$ cat config.mk
export PLATFORM = sky130hd
export DESIGN_NAME = mac_pipe_lanes
export DESIGN_NICKNAME = d
export VERILOG_FILES = /design/src/rtl/mac_pipe_lanes.sv
export SDC_FILE = /design/constraint.sdc
export NUM_CORES = 2
export LEC_CHECK = 0
export CORE_ASPECT_RATIO = 1.75
export CORE_UTILIZATION = 57
export DETAILED_ROUTE_END_ITERATION = 8
export PLACE_DENSITY = 0.84
export SLEW_MARGIN = 5
export SYNTH_ARGS = -nofsm -noshare
export SYNTH_HDL_FRONTEND = slang
export SYNTH_SLANG_ARGS = --single-unit
$ cat constraint.sdc
create_clock -name clk -period 7.8 [get_ports clk]
set_input_delay 1.56 -clock clk [delete_from_list [all_inputs] [get_ports clk]]
set_output_delay 1.56 -clock clk [all_outputs]
set_load 0.03 [all_outputs]
$ cat src/rtl/mac_pipe_lanes.sv
// Multi-lane signed multiply-accumulate with a configurable product pipeline,
// optional saturating accumulation, sticky per-lane overflow and an idle flag.
module mac_pipe_lanes #(
  parameter int INW         = 14,
  parameter int OUTW        = 28,
  parameter int LANES       = 4,
  parameter int MULT_STAGES = 2,
  parameter int SATURATE    = 1
) (
  input  logic                   clk,
  input  logic                   reset,
  input  logic                   input_valid,
  input  logic                   init_acc,
  input  logic signed [OUTW-1:0] init_value,
  input  logic [LANES*INW-1:0]   input0,
  input  logic [LANES*INW-1:0]   input1,
  output logic [LANES*OUTW-1:0]  out,
  output logic [LANES-1:0]       overflow,
  output logic                   idle
);

  localparam int PW = 2 * INW;
  localparam int SW = OUTW + 1;
  localparam logic signed [OUTW-1:0] ACC_MAX = {1'b0, {(OUTW-1){1'b1}}};
  localparam logic signed [OUTW-1:0] ACC_MIN = {1'b1, {(OUTW-1){1'b0}}};

  function automatic logic sum_ovf(input logic signed [SW-1:0] s);
    return s[OUTW] != s[OUTW-1];
  endfunction

  function automatic logic signed [OUTW-1:0] clamp_sum(input logic signed [SW-1:0] s);
    if (SATURATE != 0 && sum_ovf(s))
      return s[OUTW] ? ACC_MIN : ACC_MAX;
    return s[OUTW-1:0];
  endfunction

  logic                   vld_p0;
  logic [MULT_STAGES-1:0] vld_pn;

  // Stage 0 captures input_valid even during init_acc; later stages are flushed by it.
  always_ff @(posedge clk) begin
    if (!reset) begin
      vld_p0 <= 1'b0;
      vld_pn <= '0;
    end else begin
      vld_p0    <= input_valid;
      vld_pn[0] <= init_acc ? 1'b0 : vld_p0;
      for (int k = 1; k < MULT_STAGES; k++)
        vld_pn[k] <= init_acc ? 1'b0 : vld_pn[k-1];
    end
  end

  assign idle = ~(vld_p0 | (|vld_pn));

  for (genvar i = 0; i < LANES; i++) begin : g_lane
    logic signed [INW-1:0]  a;
    logic signed [INW-1:0]  b;
    logic signed [PW-1:0]   mul;
    logic signed [OUTW-1:0] prod_p0;
    logic signed [OUTW-1:0] prod_pn [MULT_STAGES];
    logic signed [OUTW-1:0] acc;
    logic                   ovf;
    logic signed [SW-1:0]   sum;

    assign a   = input0[i*INW +: INW];
    assign b   = input1[i*INW +: INW];
    assign mul = PW'(a) * PW'(b);
    assign sum = SW'(acc) + SW'(prod_pn[MULT_STAGES-1]);

    always_ff @(posedge clk) begin
      if (!reset) begin
        prod_p0 <= '0;
        for (int k = 0; k < MULT_STAGES; k++)
          prod_pn[k] <= '0;
        acc <= '0;
        ovf <= 1'b0;
      end else begin
        // Stage 0: full-width product, sign-extended to accumulator width.
        prod_p0    <= OUTW'(mul);
        prod_pn[0] <= prod_p0;
        for (int k = 1; k < MULT_STAGES; k++)
          prod_pn[k] <= prod_pn[k-1];
        // Accumulate stage: init wins over a landing product.
        if (init_acc) begin
          acc <= init_value;
          ovf <= 1'b0;
        end else if (vld_pn[MULT_STAGES-1]) begin
          acc <= clamp_sum(sum);
          if (sum_ovf(sum))
            ovf <= 1'b1;
        end
      end
    end

    assign out[i*OUTW +: OUTW] = acc;
    assign overflow[i]         = ovf;
  end

endmodule
==> impl_results.md <==
- Status: completed
- CTS tree: yes
- Mean routed wirelength per cell: 19.3 µm
- Die X-Extent: 225 µm
- R2R cell count: 12
- Vias/cell: 5.62
- Worst EP required: just over 8000 ps
- DRT iter0 DRCs: 2,436
- Clk root buf: clkbuf_16
- Max-cap viol count: 0
- Routed vias: 38.8k
- Leading cell type in the layout, fill and taps excluded: inv_1
- Place WS: -154 ps
- Die Area: 88,300 µm²
- Layout cell share with drive strength beyond 1: 5.82%
- Power Total: between 20 and 30 mW
- Post-route ant nets: 0
- Clock Pin Slew Worst Setup and Hold Paths: 70 ps
- Worst-margin pin slew: 1320 ps
- RSZ-0062 raised after global routing: no
- Placed Area: 54,400 µm²
- Syn nets: 6,729
- Cts bufs inserted: 42
- First-pass GRT wire length: around 210,000 µm
- DRT Wirelength: approximately 130,000 µm
- Ranking of synthesized cells by area: fa_1 (32%), dfxtp_1 (18%), ha_1 (9.6%), and2_1 (8.4%), inv_1 (7.2%)
- Synth Instances: 5,421
- CTS Sinks: 455
- EDFF count, synth: 0
- Setup bufs post-CTS: 0
- Bufs on Longest Clock Path: 3
- Initial antenna violation count: 3
- Hold path depth: 1
- Clock latency on the worst-skew pair: 590 ps
- Total grt overflow: 0
- Tmin final: 7420 ps
- Arr. time, crit path: 7890 ps
- Synth cell types: 96
- Share of the synthesized area in the top cell type: 31.6%
- # rows: 142
- Area of the core: approximately 86,000 µm²
- Final worst slack: about 380 ps
- Worst R2R End: g_lane[3].acc[16]$_SDFFE_PN0P_
- RePlAce Congestion: ~0.98
- Area leader, netlist: fa_1
- Ports: 261
- CTS H-tree lvls: 2
- Worst VDD drop: about 0.67 mV
- Yosys reg bits: between 400 and 500
- Seq/Total Area, Yosys: ~18%
- Aggregate global-route resource usage: a little over 30%
- Final period util: a little over nine tenths
- Most frequent cells in the layout: inv_1 (947), fa_1 (784), and2_1 (670), dfxtp_1 (454), nand2_1 (443)
- WHS Endpoint: g_lane[3].prod_pn[0][26]$_SDFF_PN0_
- Main synth FF type: dfxtp_1
- HPWL Detailed: 110,000 µm
- Setup crit end kind: register
- Leak: 27.3 nW
- Share of flip-flops with an asynchronous set or reset: 0%
- Hold Vio Cnt, Final: 0
- Post-Syn Area per Cell: 9.16 µm²
- Crit path kind: in2reg
- Pre-antenna DRT Iters: 8
- Slew margin rel.: 10.9%
- Finished Core Util: 65.1%
- Worst-path fanout max: 10
- Vias in the first global route: approximately 42k
- Syn-to-layout area delta: 12.8%
- Chip height: 392 µm
- Residual DRC count: 0
- Hold path start: g_lane[3].prod_p0[26]$_SDFF_PN0_
- Final instance area: about 56,000 µm²
- Clock Skew: 53.2 ps
- Port bufs: 260
- Final setup viols: 0
- Hold bufs inserted after CTS: 0
- Power Density: roughly 480 nW/µm²
- Mapped cell area: around 50,000 µm²
- Nets: 7,031
- Slack of the worst reg-to-reg path: roughly 3800 ps
- CTS resizes: 0
- Initial core utilization: 57.7%
- Highest clock rate: ~130 MHz
- Fin Hold WS: approximately 400 ps
- Type of origin of the critical path: input pin
- Pin count of the biggest net entering global routing: 115
- Slew Viols, Final: 0
- Path type of the worst min-delay path: reg2reg
- Synthesis Warnings: 0
- RR Startpoint: g_lane[3].acc[0]$_SDFFE_PN0P_
[worst max-delay path, cell delays in order]
cell and delay [ps]:
clkdlybuf4s50_1 800, nand2_1 160, fa_1 540, fa_1 520
inv_1 60, fa_1 600, fa_1 440, fa_1 500
inv_1 50, fa_1 470, inv_1 50, ha_1 180
a21o_1 170, a21o_1 180, a21o_1 170, a21o_1 160
a21oi_1 180, a21oi_1 130, o31ai_1 340, a21boi_0 210
o311ai_0 400
[where the power goes]
part,internal [mW],switching [mW]
logic,9.81,11.8
registers,2.91,0.161
clock network,1.30,0.949
total,14.0,12.9
[per-layer routing]
metal | part of all wire (%) | up-vias | wire length [µm] | track usage (%)
li1 | - | 17600 | - | -
met1 | 35 | 19200 | 46100 | 33.2
met2 | 51 | 1480 | 68200 | 55.3
met3 | 7.0 | 532 | 9300 | 5.17
met4 | 7.1 | 2 | 9510 | 19.4
met5 | 0.0098 | - | 13 | 0
[how the worst max path moves through the flow]
stage,endpoint,slack (ps),start
2_1_floorplan,g_lane[2].prod_p0[26]$_SDFF_PN0_,400,input0[34]
3_3_place_gp,g_lane[1].prod_p0[24]$_SDFF_PN0_,-30,input1[16]
3_5_place_dp,g_lane[1].prod_p0[27]$_SDFF_PN0_,-150,input1[19]
4_1_cts,g_lane[1].prod_p0[26]$_SDFF_PN0_,440,input1[16]
5_1_grt,g_lane[1].prod_p0[27]$_SDFF_PN0_,60,input1[16]
6_report,g_lane[1].prod_p0[27]$_SDFF_PN0_,380,input1[19]
[cell families (layout without fill, tap and decap cells)]
logic type / Yosys count / count (layout) / synth area share, %
mux: 8 / 8 / 0.166
simple gates: 1600 / 1600 / 16.8
xor+xnor: 202 / 202 / 3.56
flops: 455 / 455 / 18.4
fa+ha+maj: 1173 / 1173 / 41.4
compound gates: 821 / 821 / 10.9
buf+inv: 1162 / 1496 / 8.88
other cells: 0 / 3 / 0
[sequential cells by signal, summed over array words and instances, names as in the netlist]
register        count
g_lane.acc        112
vld_pn              2
g_lane.prod_p0    112
g_lane.ovf          4
g_lane.prod_pn    224
vld_p0              1
[Yosys cell counts, types with 119 or more instances]
library cell / number
inv_1: 948
fa_1: 784
dfxtp_1: 455
xnor2_1: 132
o21ai_0: 153
ha_1: 380
clkbuf_1: 192
nor2_1: 217
a21oi_1: 240
and2_1: 670
a21o_1: 119
nand2_1: 443
[layout make-up]
| cell class | instances | area [µm²] |
|---|---|---|
| multi-input combinational | 3804 | 36100 |
| fill | 6843 | 30000 |
| sequential | 455 | 9110 |
| timing repair buffer | 470 | 4200 |
| inverter | 950 | 3570 |
| tap | 1152 | 1440 |
| clock buffer | 55 | 1190 |
| clock inverter | 21 | 339 |
| antenna | 3 | 7.51 |
[per-stage QoR]
| stage | setup TNS [ps] | std cells |
|---|---|---|
| 2_1_floorplan | 0 | 5421 |
| 3_3_place_gp | -37.1 | 6831 |
| 3_5_place_dp | -349 | 6831 |
| 4_1_cts | 0 | 6907 |
| 5_1_grt | 0 | 6908 |
| 6_report | 0 | 6910 |
Power figures use the tool's default switching activity.
